===== src/rtl/mem_port_arbiter_if.sv =====
// rtl/mem_port_arbiter_if.sv - requester and memory-port signal bundle for mem_port_arbiter
interface mem_port_arbiter_if #(
  parameter int ADDR_W = 32,
  parameter int DATA_W = 32
);
  logic              if_req_i;
  logic [ADDR_W-1:0] if_addr_i;
  logic              if_ready_o;
  logic [DATA_W-1:0] if_rdata_o;
  logic              dm_req_i;
  logic              dm_we_i;
  logic [ADDR_W-1:0] dm_addr_i;
  logic [DATA_W-1:0] dm_wdata_i;
  logic              dm_ready_o;
  logic [DATA_W-1:0] dm_rdata_o;
  logic              mem_req_o;
  logic              mem_we_o;
  logic [ADDR_W-1:0] mem_addr_o;
  logic [DATA_W-1:0] mem_wdata_o;
  logic              mem_ready_i;
  logic [DATA_W-1:0] mem_rdata_i;
  logic              owner_o;
  logic              busy_o;

  modport slave (
    input  if_req_i, if_addr_i, dm_req_i, dm_we_i, dm_addr_i, dm_wdata_i,
           mem_ready_i, mem_rdata_i,
    output if_ready_o, if_rdata_o, dm_ready_o, dm_rdata_o,
           mem_req_o, mem_we_o, mem_addr_o, mem_wdata_o, owner_o, busy_o
  );

  modport master (
    output if_req_i, if_addr_i, dm_req_i, dm_we_i, dm_addr_i, dm_wdata_i,
           mem_ready_i, mem_rdata_i,
    input  if_ready_o, if_rdata_o, dm_ready_o, dm_rdata_o,
           mem_req_o, mem_we_o, mem_addr_o, mem_wdata_o, owner_o, busy_o
  );
endinterface


===== src/rtl/mem_port_arbiter.sv =====
// rtl/mem_port_arbiter.sv - IF/DM arbiter for one shared variable-latency memory port
// Optional IF anti-starvation streak counter enabled by defining ARB_FAIRNESS_EN.
module mem_port_arbiter #(
  parameter int ADDR_W     = 32,
  parameter int DATA_W     = 32,
  parameter int STREAK_MAX = 4
) (
  input logic              clk_i,
  input logic              rst_i,
  mem_port_arbiter_if.slave bus
);

  localparam logic [1:0] ST_IDLE = 2'd0;
  localparam logic [1:0] ST_WAIT = 2'd1;
  localparam logic [1:0] ST_DONE = 2'd2;

  logic [1:0]        state_q, state_d;
  logic              mem_req_q, mem_req_d;
  logic              mem_we_q, mem_we_d;
  logic [ADDR_W-1:0] mem_addr_q, mem_addr_d;
  logic [DATA_W-1:0] mem_wdata_q, mem_wdata_d;
  logic              if_ready_q, if_ready_d;
  logic              dm_ready_q, dm_ready_d;
  logic [DATA_W-1:0] if_rdata_q, if_rdata_d;
  logic [DATA_W-1:0] dm_rdata_q, dm_rdata_d;
  logic              owner_q, owner_d;
  logic              busy_q, busy_d;
  logic              any_req;
  logic              grant_dm;

`ifdef ARB_FAIRNESS_EN
  localparam int STREAK_W = $clog2(STREAK_MAX + 1);
  localparam logic [STREAK_W-1:0] STREAK_TOP = STREAK_W'(STREAK_MAX);

  logic [STREAK_W-1:0] streak_q, streak_d;

  // After STREAK_MAX contested DM wins in a row, the next contest goes to IF.
  assign grant_dm = bus.dm_req_i && !(bus.if_req_i && (streak_q == STREAK_TOP));

  always_comb begin
    streak_d = streak_q;
    if (state_q == ST_IDLE) begin
      if (!bus.if_req_i) begin
        streak_d = '0;
      end else if (grant_dm) begin
        streak_d = (streak_q == STREAK_TOP) ? streak_q : streak_q + 1'b1;
      end else begin
        streak_d = '0;
      end
    end
  end

  always_ff @(posedge clk_i) begin
    if (!rst_i) begin
      streak_q <= '0;
    end else begin
      streak_q <= streak_d;
    end
  end
`else
  assign grant_dm = bus.dm_req_i;
`endif

  assign any_req = bus.if_req_i || bus.dm_req_i;

  always_comb begin
    state_d     = state_q;
    mem_req_d   = mem_req_q;
    mem_we_d    = mem_we_q;
    mem_addr_d  = mem_addr_q;
    mem_wdata_d = mem_wdata_q;
    if_ready_d  = 1'b0;
    dm_ready_d  = 1'b0;
    if_rdata_d  = if_rdata_q;
    dm_rdata_d  = dm_rdata_q;
    owner_d     = owner_q;
    busy_d      = busy_q;
    case (state_q)
      ST_IDLE: begin
        if (any_req) begin
          state_d   = ST_WAIT;
          mem_req_d = 1'b1;
          busy_d    = 1'b1;
          owner_d   = grant_dm;
          if (grant_dm) begin
            mem_we_d    = bus.dm_we_i;
            mem_addr_d  = bus.dm_addr_i;
            mem_wdata_d = bus.dm_wdata_i;
          end else begin
            // Fetches never write; the previous store data is left in place.
            mem_we_d   = 1'b0;
            mem_addr_d = bus.if_addr_i;
          end
        end
      end
      ST_WAIT: begin
        if (bus.mem_ready_i) begin
          state_d   = ST_DONE;
          mem_req_d = 1'b0;
          if (owner_q) begin
            dm_ready_d = 1'b1;
            if (!mem_we_q) begin
              dm_rdata_d = bus.mem_rdata_i;
            end
          end else begin
            if_ready_d = 1'b1;
            if_rdata_d = bus.mem_rdata_i;
          end
        end
      end
      ST_DONE: begin
        state_d = ST_IDLE;
        busy_d  = 1'b0;
      end
      default: begin
        state_d   = ST_IDLE;
        mem_req_d = 1'b0;
        busy_d    = 1'b0;
      end
    endcase
  end

  always_ff @(posedge clk_i) begin
    if (!rst_i) begin
      state_q     <= ST_IDLE;
      mem_req_q   <= 1'b0;
      mem_we_q    <= 1'b0;
      mem_addr_q  <= '0;
      mem_wdata_q <= '0;
      if_ready_q  <= 1'b0;
      dm_ready_q  <= 1'b0;
      if_rdata_q  <= '0;
      dm_rdata_q  <= '0;
      owner_q     <= 1'b0;
      busy_q      <= 1'b0;
    end else begin
      state_q     <= state_d;
      mem_req_q   <= mem_req_d;
      mem_we_q    <= mem_we_d;
      mem_addr_q  <= mem_addr_d;
      mem_wdata_q <= mem_wdata_d;
      if_ready_q  <= if_ready_d;
      dm_ready_q  <= dm_ready_d;
      if_rdata_q  <= if_rdata_d;
      dm_rdata_q  <= dm_rdata_d;
      owner_q     <= owner_d;
      busy_q      <= busy_d;
    end
  end

  assign bus.mem_req_o   = mem_req_q;
  assign bus.mem_we_o    = mem_we_q;
  assign bus.mem_addr_o  = mem_addr_q;
  assign bus.mem_wdata_o = mem_wdata_q;
  assign bus.if_ready_o  = if_ready_q;
  assign bus.dm_ready_o  = dm_ready_q;
  assign bus.if_rdata_o  = if_rdata_q;
  assign bus.dm_rdata_o  = dm_rdata_q;
  assign bus.owner_o     = owner_q;
  assign bus.busy_o      = busy_q;

endmodule


===== src/flat_wrapper.sv =====
// flat-port wrapper written by rule: the top's interface ports become plain ports
module mem_port_arbiter_flat 
#(
  parameter int ADDR_W     = 32,
  parameter int DATA_W     = 32,
  parameter int STREAK_MAX = 4
)
  (clk_i, rst_i, bus_if_req_i, bus_if_addr_i, bus_dm_req_i, bus_dm_we_i, bus_dm_addr_i, bus_dm_wdata_i, bus_mem_ready_i, bus_mem_rdata_i, bus_if_ready_o, bus_if_rdata_o, bus_dm_ready_o, bus_dm_rdata_o, bus_mem_req_o, bus_mem_we_o, bus_mem_addr_o, bus_mem_wdata_o, bus_owner_o, bus_busy_o);
  mem_port_arbiter_if #(.ADDR_W(ADDR_W), .DATA_W(DATA_W)) bus_i ();
  input logic clk_i;
  input logic rst_i;
  input wire logic [$bits(bus_i.if_req_i)-1:0] bus_if_req_i;
  input wire logic [$bits(bus_i.if_addr_i)-1:0] bus_if_addr_i;
  input wire logic [$bits(bus_i.dm_req_i)-1:0] bus_dm_req_i;
  input wire logic [$bits(bus_i.dm_we_i)-1:0] bus_dm_we_i;
  input wire logic [$bits(bus_i.dm_addr_i)-1:0] bus_dm_addr_i;
  input wire logic [$bits(bus_i.dm_wdata_i)-1:0] bus_dm_wdata_i;
  input wire logic [$bits(bus_i.mem_ready_i)-1:0] bus_mem_ready_i;
  input wire logic [$bits(bus_i.mem_rdata_i)-1:0] bus_mem_rdata_i;
  output wire logic [$bits(bus_i.if_ready_o)-1:0] bus_if_ready_o;
  output wire logic [$bits(bus_i.if_rdata_o)-1:0] bus_if_rdata_o;
  output wire logic [$bits(bus_i.dm_ready_o)-1:0] bus_dm_ready_o;
  output wire logic [$bits(bus_i.dm_rdata_o)-1:0] bus_dm_rdata_o;
  output wire logic [$bits(bus_i.mem_req_o)-1:0] bus_mem_req_o;
  output wire logic [$bits(bus_i.mem_we_o)-1:0] bus_mem_we_o;
  output wire logic [$bits(bus_i.mem_addr_o)-1:0] bus_mem_addr_o;
  output wire logic [$bits(bus_i.mem_wdata_o)-1:0] bus_mem_wdata_o;
  output wire logic [$bits(bus_i.owner_o)-1:0] bus_owner_o;
  output wire logic [$bits(bus_i.busy_o)-1:0] bus_busy_o;
  assign bus_i.if_req_i = bus_if_req_i;
  assign bus_i.if_addr_i = bus_if_addr_i;
  assign bus_i.dm_req_i = bus_dm_req_i;
  assign bus_i.dm_we_i = bus_dm_we_i;
  assign bus_i.dm_addr_i = bus_dm_addr_i;
  assign bus_i.dm_wdata_i = bus_dm_wdata_i;
  assign bus_i.mem_ready_i = bus_mem_ready_i;
  assign bus_i.mem_rdata_i = bus_mem_rdata_i;
  assign bus_if_ready_o = bus_i.if_ready_o;
  assign bus_if_rdata_o = bus_i.if_rdata_o;
  assign bus_dm_ready_o = bus_i.dm_ready_o;
  assign bus_dm_rdata_o = bus_i.dm_rdata_o;
  assign bus_mem_req_o = bus_i.mem_req_o;
  assign bus_mem_we_o = bus_i.mem_we_o;
  assign bus_mem_addr_o = bus_i.mem_addr_o;
  assign bus_mem_wdata_o = bus_i.mem_wdata_o;
  assign bus_owner_o = bus_i.owner_o;
  assign bus_busy_o = bus_i.busy_o;
  mem_port_arbiter #(.ADDR_W(ADDR_W), .DATA_W(DATA_W), .STREAK_MAX(STREAK_MAX)) u_core (.clk_i(clk_i), .rst_i(rst_i), .bus(bus_i));
endmodule

===== config.mk =====
export PLATFORM = sky130hd
export DESIGN_NAME = mem_port_arbiter_flat
export DESIGN_NICKNAME = d
export VERILOG_FILES = /design/src/rtl/mem_port_arbiter_if.sv /design/src/rtl/mem_port_arbiter.sv /design/src/flat_wrapper.sv
export SDC_FILE = /design/constraint.sdc
export NUM_CORES = 1
export LEC_CHECK = 0
export BUFFER_PORTS_ARGS = -buffer_cell sky130_fd_sc_hd__buf_2
export CORE_AREA = 5 5 115 117
export CTS_CLUSTER_DIAMETER = 200
export CTS_CLUSTER_SIZE = 25
export DETAILED_ROUTE_END_ITERATION = 10
export DIE_AREA = 0 0 120 122
export GPL_TIMING_DRIVEN = 0
export PLACE_DENSITY = 0.78
export SETUP_SLACK_MARGIN = 0.05
export SLEW_MARGIN = 20
export SYNTH_ARGS = -nofsm -noshare
export SYNTH_HDL_FRONTEND = slang
export SYNTH_SLANG_ARGS = --single-unit

===== constraint.sdc =====
create_clock -name clk_i -period 2.9 [get_ports clk_i]
set_input_delay 0.58 -clock clk_i [delete_from_list [all_inputs] [get_ports clk_i]]
set_output_delay 0.58 -clock clk_i [all_outputs]
set_load 0.01 [all_outputs]

# After elaboration in Yosys (flattened, before gate mapping)

Index checks and enable logic that the tools add are counted.

Flip-flop bits (word level): 136
Input bits: 134
Output and inout bits: 134
Logic and storage cells: 40

Equal/unequal tests: 4
Muxes and demuxes: 11
Bitwise gates (word level): 4
Reduce and logical (&&, ||, !) cells: 10

Operator list:

| operator             | count |
|---|---|
| $mux W32             | 1 |
| $reduce_and A3 Y1    | 4 |
| $reduce_and A2 Y1    | 3 |
| $mux W1              | 5 |
| $mux W2              | 2 |
| $not A1 Y1           | 4 |
| $pmux W2 S2          | 1 |
| $reduce_and A4 Y1    | 1 |
| $pmux W1 S3          | 1 |
| $eq A2 B1 Y1 const B | 1 |
| $eq A2 B2 Y1 const B | 1 |
| $logic_not A2 Y1     | 1 |
| $ne A2 B1 Y1 const B | 1 |
| $ne A2 B2 Y1 const B | 1 |
| $pmux W1 S2          | 1 |
| $logic_or A1 B1 Y1   | 1 |

# Logic depth before layout (Yosys ltp)

Gate-level depths: netlist of run 1.

Depth in word-level cells: 3
Mapped depth: 7
Gate-level depth less buffers: 3

# Worst setup path before layout of run 1

No wires, ideal clock.

Kind: input to register
Start point: in bus_dm_req_i
End point: reg u_core.mem_addr_q[10], in the netlist u_core.bus.mem_addr_o[10]
Library setup time: 81 ps
Arrival: 1605 ps
Setup slack: 1214 ps
Cell stages on the path: 7
Buffers on the path: 4
Cells stage by stage: buf_6 > or2_1 > buf_2 > and2_4 > buf_6 > buf_6 > a211oi_2

Longest elaborated chain between the ends: 2

RTL lines:

| element                            | line                    | RTL |
|---|---|---|
| start: declaration                 | flat_wrapper.sv:14      | `input wire logic [$bits(bus_i.dm_req_i)-1:0] bus_dm_req_i;` |
| $logic_or A1 B1 Y1                 | mem_port_arbiter.sv:64  | `assign any_req = bus.if_req_i \|\| bus.dm_req_i;` |
| $reduce_and A2 Y1 (no source line) | -                       |  |
| end signal: assignment             | mem_port_arbiter.sv:140 | `mem_addr_q <= mem_addr_d;` |
| end: declaration                   | mem_port_arbiter.sv:20  | `logic [ADDR_W-1:0] mem_addr_q, mem_addr_d;` |

Several ways; a longest one is shown, not always the timed one.
A chain may end at the register's enable or synchronous reset.

# Worst setup path in the final report of run 1

Start point: reg u_core.state_q[1]
End point: reg u_core.if_rdata_q[25], in the netlist u_core.bus.if_rdata_o[25]

Longest elaborated chain between the ends: 2

RTL lines:

| element                            | line                    | RTL |
|---|---|---|
| start: declaration                 | mem_port_arbiter.sv:17  | `logic [1:0] state_q, state_d;` |
| start signal: assignment           | mem_port_arbiter.sv:137 | `state_q <= state_d;` |
| $eq A2 B1 Y1                       | mem_port_arbiter.sv:78  | `case (state_q)` |
| $reduce_and A3 Y1 (no source line) | -                       |  |
| end signal: assignment             | mem_port_arbiter.sv:144 | `if_rdata_q <= if_rdata_d;` |
| end: declaration                   | mem_port_arbiter.sv:24  | `logic [DATA_W-1:0] if_rdata_q, if_rdata_d;` |

Every way passes these cells.

==> run metrics, run 1 <==
Comb pwr share 14.2%; fmax 566.7 MHz; DR vias ~5000; Post-CTS Hold Buffers 0; Final Hold Fails 0; max incr delay on CP about 470 ps; CP Cell Sequence buf_2 > nand4bb_1 > clkbuf_1 > clkbuf_1 > o21ai_1; Slew HR 52.93%; max_cap viols 0; count leader, synth dfxtp_1; Total Routed Length between 15000 and 20000 microns; Worst Hold Path EP u_core.bus.mem_wdata_o[7]$_SDFFE_PN0P_; synth top area cells dfxtp_1 (51%), mux2i_1 (12%), nand2_1 (9.1%), a211oi_2 (7.1%), a21oi_1 (6.2%); via/cell ratio ~5.0; worst endpoint required time 3170 ps; Area Growth Syn to Fin 39.70%; Layout Skew 11.02 ps; Routed wire per std cell approximately 16 microns; Reg2Reg Setup Slack roughly 1100 ps; NetSw approximately 0.0013 W; post-synth top area cell dfxtp_1; largest net degree at the start of global routing 17; crit-path most repeated cell clkbuf_1; clock share of power 44.0%; Tot Pwr 0.004896 W; CP bufs+invs 3; most frequent cells after synthesis dfxtp_1 (136), nand2_1 (129), a21oi_1 (66), mux2i_1 (64); Flop pwr share 41.8%; pwr dens 660.3 nW/um^2; Worst Setup End Kind flop; Seq/Total Area, Yosys 51.30%; first-pass GRT wire length 25050 microns; top_reg_cell synth dfxtp_1; PortBufs 265; CTS Buf Count 17; Setup TNS 0 ps; fill count 1124; Worst Tran Pin Value 706.0 ps; Root Buffer clkbuf_16; core area 12260 sq um; # Post-CTS Setup Buffers 0; cells after synthesis 563; Die Y around 120 microns; H-Tree Level Count 4; total gr overflow 0; Post-synth EDFFs 0; Sw Share between 20% and 30%; FP Rows between 40 and 50; HPWL Detailed 12190 microns; TritonCTS clock tree yes; CP arrival slightly above 2000 ps; die width 120 microns; Crit path max-delay family buffers and inverters; Hold Slack between 400 and 500 ps; Max Transition Viols Final 0; Remaining DRCs 0; Final Wtd Congestion 0.8139; clock-pin slew on the worst setup and hold paths 60 ps; synthesized cell area between 5000 and 6000 sq um; CP max-delay cell clkbuf_1; Global Route Usage Sum 21.18%; synth warn 0; Critical Path Fanout Max 10; CP Launch Type flop; layout cells sized above 1 between 40% and 50%; initial antenna violation count 0; # setup viols final 0; vias in the first global route slightly above 5000; Worst VDD drop 0.3657 mV; Sink Count ~140; violation count after the first detailed-route iteration ~240; Routed Antenna Nets 0; Avg Cell Area, Syn 9.427 sq um; clk buf depth 2; # IOs 268; first-pass iteration count of the detailed router 4; top-area cell type share of the netlist area 51.30%; Final Critical Period 1765 ps; nets@finish roughly 980; internal power 0.003570 W; hold path cells 3; RSZ-0062 raised after global routing no; Leak 3.454 nW; FF-to-FF End u_core.bus.if_rdata_o[25]$_SDFFE_PN0P_; post-synth cell types 29; Initial Util 43.29%; R2R Path Start u_core.state_q[1]$_SDFFE_PN0P_; Die ar. 14640 sq um; outcome completed; clk_lat worst skew about 410 ps; CP Class flop to flop; FF-to-FF path depth 5; period utilization 60.85%; HP Class input port to flop; Async S/R FF share, synth 0%; Post-Syn Nets around 700; post-CTS resize count 0; Synth Register Bits between 100 and 150; Antenna Cells 0; hold path startpoint bus_dm_wdata_i[7]
-- cell families (layout without fill, tap and decap cells) --
kind of cell	after synthesis	in the layout	synth area share (%)
compound gates	136	136	17.54
mux	64	64	12.07
flops	136	136	51.30
simple gates	174	174	13.96
buf+inv	53	350	5.139
-- registers in the layout, summed over array words and instances, names as in the netlist --
name,count
u_core.bus.mem_we_o,1
u_core.bus.if_ready_o,1
u_core.bus.dm_ready_o,1
u_core.bus.owner_o,1
u_core.bus.if_rdata_o,32
u_core.bus.mem_addr_o,32
u_core.bus.dm_rdata_o,32
u_core.bus.mem_req_o,1
u_core.bus.mem_wdata_o,32
u_core.bus.busy_o,1
u_core.state_q,2
-- tightest hold or removal path, cell delays in order --
cell and delay (ps):
buf_2 90, nand2_1 40, a21oi_1 50
-- worst max-delay path by stage --
stage	startpoint	to	slack [ps]	cells past startpoint
3_3_place_gp	bus_mem_ready_i	u_core.bus.if_rdata_o[24]$_SDFFE_PN0P_	900	5
6_report	u_core.state_q[1]$_SDFFE_PN0P_	u_core.bus.if_rdata_o[25]$_SDFFE_PN0P_	1140	5
3_5_place_dp	bus_mem_ready_i	u_core.bus.if_rdata_o[30]$_SDFFE_PN0P_	870	5
5_1_grt	u_core.state_q[1]$_SDFFE_PN0P_	u_core.bus.if_rdata_o[30]$_SDFFE_PN0P_	910	5
4_1_cts	u_core.state_q[1]$_SDFFE_PN0P_	u_core.bus.if_rdata_o[26]$_SDFFE_PN0P_	1070	5
2_1_floorplan	bus_dm_req_i	u_core.bus.mem_addr_o[10]$_SDFFE_PN0P_	1210	7
-- layer usage --
metal / track usage [%] / up-vias / share of wire, %
met1: 23.66 / 2260 / 40
met4: 6.013 / 0 / 1.6
met3: 9.099 / 25 / 10
met2: 36.92 / 211 / 48
li1: - / 2508 / -
met5: 0 / - / 0
-- power groups by stage --
| stage | Combinational, W | Sequential (W) | Clock, W |
|---|---|---|---|
| 6_report | 0.000695 | 0.00205 | 0.00216 |
| 5_1_grt | 0.000768 | 0.00206 | 0.00229 |
| 4_1_cts | 0.000703 | 0.00204 | 0.00219 |
| 3_5_place_dp | 0.000701 | 0.00208 | 0 |
| 3_3_place_gp | 0.000694 | 0.00208 | 0 |
| 2_1_floorplan | 0.000350 | 0.00214 | 0 |
-- final cells by class --
type / count / area [sq um] / share of cell area [%]
plain buffers: 52 / 269.0 / 3.628
clock buffers: 17 / 425.4 / 5.737
clock inverters: 15 / 167.7 / 2.261
inverters: 1 / 3.754 / 0.05062
multi-input cells: 374 / 2312 / 31.18
flip-flops and latches: 136 / 2723 / 36.72
well taps: 150 / 187.7 / 2.531
repair buffers: 265 / 1326 / 17.89
-- through the flow --
| step | area, sq um | setup WS, ps | instances | utilization, % |
|---|---|---|---|---|
| finish | 7415 | 1135 | 1010 | 60.48 |
| CTS | 7415 | 1073 | 1010 | 60.48 |
| detailed placement | 6822 | 874.3 | 978 | 55.64 |
| global route | 7415 | 913.9 | 1010 | 60.48 |
| floorplan | 5308 | 1214 | 563 | - |
| global placement | 6822 | 896.2 | 978 | 55.64 |
-- placed cells by master, fill, tap and decap left out --
| cell type | synthesis | routed |
|---|---|---|
| clkbuf_16 | 0 | 17 |
| clkinvlp_4 | 0 | 4 |
| a211oi_1 | 2 | 2 |
| clkinv_4 | 0 | 2 |
| or2_1 | 1 | 1 |
| o21ai_0 | 1 | 1 |
| nand3_1 | 32 | 32 |
| clkinv_2 | 0 | 1 |
| a211oi_2 | 30 | 30 |
| nor3b_2 | 1 | 1 |
| nor2_2 | 1 | 1 |
| buf_6 | 8 | 8 |
| dfxtp_1 | 136 | 136 |
| a21bo_2 | 1 | 1 |
| inv_8 | 0 | 1 |
| nand4bb_1 | 1 | 1 |
| inv_2 | 1 | 1 |
| clkbuf_1 | 32 | 32 |
| o211a_1 | 1 | 1 |
| bufinv_16 | 0 | 2 |
| or3b_1 | 1 | 1 |
| buf_1 | 1 | 1 |
| nor2b_1 | 1 | 1 |
| and2_4 | 1 | 1 |
| o21ai_1 | 32 | 32 |
| a21oi_1 | 66 | 66 |
| nor2_1 | 2 | 2 |
| buf_2 | 11 | 276 |
| nand2_1 | 129 | 129 |
| nor3b_1 | 2 | 2 |
| nand3b_1 | 1 | 1 |
| inv_6 | 0 | 5 |
| a21bo_1 | 1 | 1 |
| mux2i_1 | 64 | 64 |
| o21a_1 | 2 | 2 |
| and2_1 | 1 | 1 |
No activity file was read; power rests on OpenSTA's default activity.
==> inputs of run 2 (changes only) <==
- ABC_AREA: default -> 1
- CORE_AREA: 5 5 115 117 -> 5 5 116 118
- DIE_AREA: 0 0 120 122 -> 0 0 121 123
- PLACE_DENSITY: 0.78 -> 0.77
- clock period: 2.9 -> 1.8 ns (I/O delays scaled with it)
==> run 2 against run 1 <==
  * Cell count rose by 22%
  * Hold slack got worse by 220 ps
  * Clock-buffer cell count rose by 1
  * Worst setup slack got worse by 740 ps
  * Combinational power rose by 74%
  * Critical path type unchanged
  * Synthesized area rose by 0.94%
  * Critical endpoint is now u_core.bus.if_rdata_o[6]$_SDFFE_PN0P_
  * Design area rose by 1.2%
==> run metrics, run 2 <==
Tot Pwr 0.008075 W (+65%); DR vias 5506 (+10%); count leader, synth nor2_1; synth top area cells dfxtp_1 (51%), nor2_1 (18%), nand2_1 (12%), o21ai_0 (8.6%), inv_1 (2.5%); outcome completed; Remaining DRCs 0 (unchanged); Comb pwr share 15.0% (+0.8 points); total gr overflow 0 (unchanged); fmax 712.6 MHz (+26%); synth warn 0 (unchanged); Setup TNS 0 ps (unchanged); core area 12360 sq um (+0.84%); layout cells sized above 1 31.32% (-9.5 points); CP Class flop to flop; Root Buffer clkbuf_16; pwr dens 1076 nW/um^2 (+63%); fill count 1194 (+6.2%); CP bufs+invs 2 (-1); Routed Antenna Nets 0 (unchanged); clock share of power 43.4% (-0.6 points); violation count after the first detailed-route iteration 278 (+14%); Sink Count 136 (unchanged); Seq/Total Area, Yosys 50.82% (-0.48 points); # setup viols final 0 (unchanged); Post-CTS Hold Buffers 0 (unchanged); Global Route Usage Sum 21.23% (+0.041 points); Hold Slack 193.6 ps (-216.1 ps); Max Transition Viols Final 0 (unchanged); via/cell ratio 4.476 (-9.6%); Final Wtd Congestion 0.8233 (+1.2%); max_cap viols 0 (unchanged); clk_lat worst skew 410 ps (about the same); leading cell type in the layout, fill and taps excluded buf_2; Post-synth EDFFs 0 (unchanged); FP Rows 41 (unchanged); Async S/R FF share, synth 0% (unchanged); met2 Resource Use GR 36.89% (about the same); first-pass iteration count of the detailed router 5 (+1); Worst VDD drop 0.5610 mV (+53%); Synth Register Bits 136 (unchanged); Total Routed Length 16000 microns (+1.5%); Die Y 123 microns (+0.82%); vias in the first global route 5187 (+1.3%); RSZ-0062 raised after global routing no; Flop pwr share 41.6% (-0.2 points); sequential standard cell area 2723 sq um (unchanged); NetSw 0.002142 W (+61%); CP Cell Sequence inv_2 > nor2_1 > nand2_2 > clkbuf_1 > o21ai_0 > nor2_1; Layout Skew 10.05 ps (-0.9658 ps); crit-path most repeated cell nor2_1; Area Growth Syn to Fin 40.03%; Slew HR 65.02% (+12 points); post-synth cell types 23 (-21%); die width 121 microns (+0.83%); CTS Buf Count 17 (unchanged); nets@finish 1178 (+20%); PortBufs 265 (unchanged); HPWL Detailed 12320 microns (+1.0%); clock-pin slew on the worst setup and hold paths 60 ps (about the same); Worst Setup End Kind flop; Initial Util 43.34% (+0.046 points); H-Tree Level Count 4 (unchanged); synthesized cell area 5358 sq um (+0.94%); Final Critical Period 1403 ps (-361.5 ps); GRT busiest layer met2; CP Launch Type flop; TritonCTS clock tree yes; Post-Syn Nets 894 (+28%); CP arrival 1700 ps (-330 ps); Crit path max-delay family flip-flops; Design Area, Final 7502 sq um (+1.2%); largest net degree at the start of global routing 17 (unchanged); Die ar. 14880 sq um (+1.7%); final core occ 60.68% (+0.21 points); CP max-delay cell dfxtp_1; HP Class input port to flop; Leak 3.984 nW (+15%); grt met1 use 25.15% (+1.5 points); Final Hold Fails 0 (unchanged); # IOs 268 (unchanged); internal power 0.005934 W (+66%); max incr delay on CP 390 ps (-80 ps); clk buf depth 2 (unchanged); post-synth top area cell dfxtp_1; first-pass GRT wire length 25140 microns (+0.36%); period utilization 77.96% (+17 points); Routed wire per std cell 13.01 microns (-17%); post-CTS resize count 0 (unchanged); # Post-CTS Setup Buffers 0 (unchanged); area occupied by multi-input gates 2210 sq um (-4.4%); top_reg_cell synth dfxtp_1; worst endpoint required time 2090 ps (-1080 ps); placed cell areas 6899 sq um (+1.1%); top-area cell type share of the netlist area 50.82% (-0.48 points); commonest non-fill, non-tap cells in the layout buf_2 (274), nor2_1 (262), nand2_1 (166); Critical Path Fanout Max 10 (unchanged); cells after synthesis 760 (+35%); Worst Tran Pin Value 524.7 ps (-181.3 ps); most frequent cells after synthesis nor2_1 (262), nand2_1 (166), dfxtp_1 (136), o21ai_0 (92), inv_1 (36); M3 GR Usage 6.038% (-3.1 points); Avg Cell Area, Syn 7.050 sq um (-25%); Sw Share 26.52% (-0.57 points); initial antenna violation count 1 (+1)
## run 2: cell types whose count changed in the layout (fill, tap and decap cells not counted), sizes merged, moves of 32 or more
| cell | change |
|---|---|
| nor2 | +263 |
| inv | +36 |
| o21ai | +65 |
| a21oi | -63 |
| a211oi | -32 |
| mux2i | -64 |
| nand2 | +39 |
## run 2: logic make-up (layout without fill, tap and decap cells)
| family | Yosys count | in the layout | synth area share, % |
|---|---|---|---|
| simple gates | 437 | 437 | 31.46 |
| compound gates | 102 | 102 | 9.785 |
| buf+inv | 85 | 382 | 7.940 |
| flops | 136 | 136 | 50.82 |
| other cells | 0 | 1 | 0 |
## run 2: path summary, 6_finish.rpt
check / slack [ps] / startpoint / cells after the start / to
hold reg to reg: 470 / u_core.bus.mem_wdata_o[31]$_SDFFE_PN0P_ / 2 / u_core.bus.mem_wdata_o[31]$_SDFFE_PN0P_
setup reg to reg: 400 / u_core.state_q[0]$_SDFFE_PN0P_ / 6 / u_core.bus.if_rdata_o[6]$_SDFFE_PN0P_
hold / removal: 190 / bus_dm_wdata_i[29] / 3 / u_core.bus.mem_wdata_o[29]$_SDFFE_PN0P_
setup / recovery: 400 / u_core.state_q[0]$_SDFFE_PN0P_ / 6 / u_core.bus.if_rdata_o[6]$_SDFFE_PN0P_
## run 2: power by group through the flow
stage / logic, W / clock network [W] / registers [W]
after global placement: 0.00121 / 0 / 0.00342
after detailed placement: 0.00123 / 0 / 0.00342
after CTS: 0.00123 / 0.00357 / 0.00336
after floorplan: 0.000569 / 0 / 0.00353
after global routing: 0.00137 / 0.00373 / 0.00339
final: 0.00121 / 0.00350 / 0.00336
## run 2: metal layers
metal	share of wire, %	vias up
li1	-	2900
met2	49	198
met4	1.3	0
met1	42	2391
met3	8.2	17
met5	0	-
## run 2: per-stage QoR
stage	std cells	setup slack (ps)
2_1_floorplan	760	636.8
3_3_place_gp	1197	315.1
3_5_place_dp	1197	308.3
4_1_cts	1229	377.5
5_1_grt	1230	306.8
6_report	1230	396.8
## run 2: tightest hold or removal path, delay by kind of cell
kind	cells	cell delay (ps)
compound gates	1	70
simple gates	1	70
buf+inv	1	70
## run 2: area by class of cell
class                      instances  area share, %
clock buffer                      18          5.720
antenna                            1        0.03336
tap                              172          2.869
buffer                            45          3.669
clock inverter                    14          2.285
timing repair buffer             265          17.68
multi-input combinational        539          29.45
sequential                       136          36.29
inverter                          40          2.001
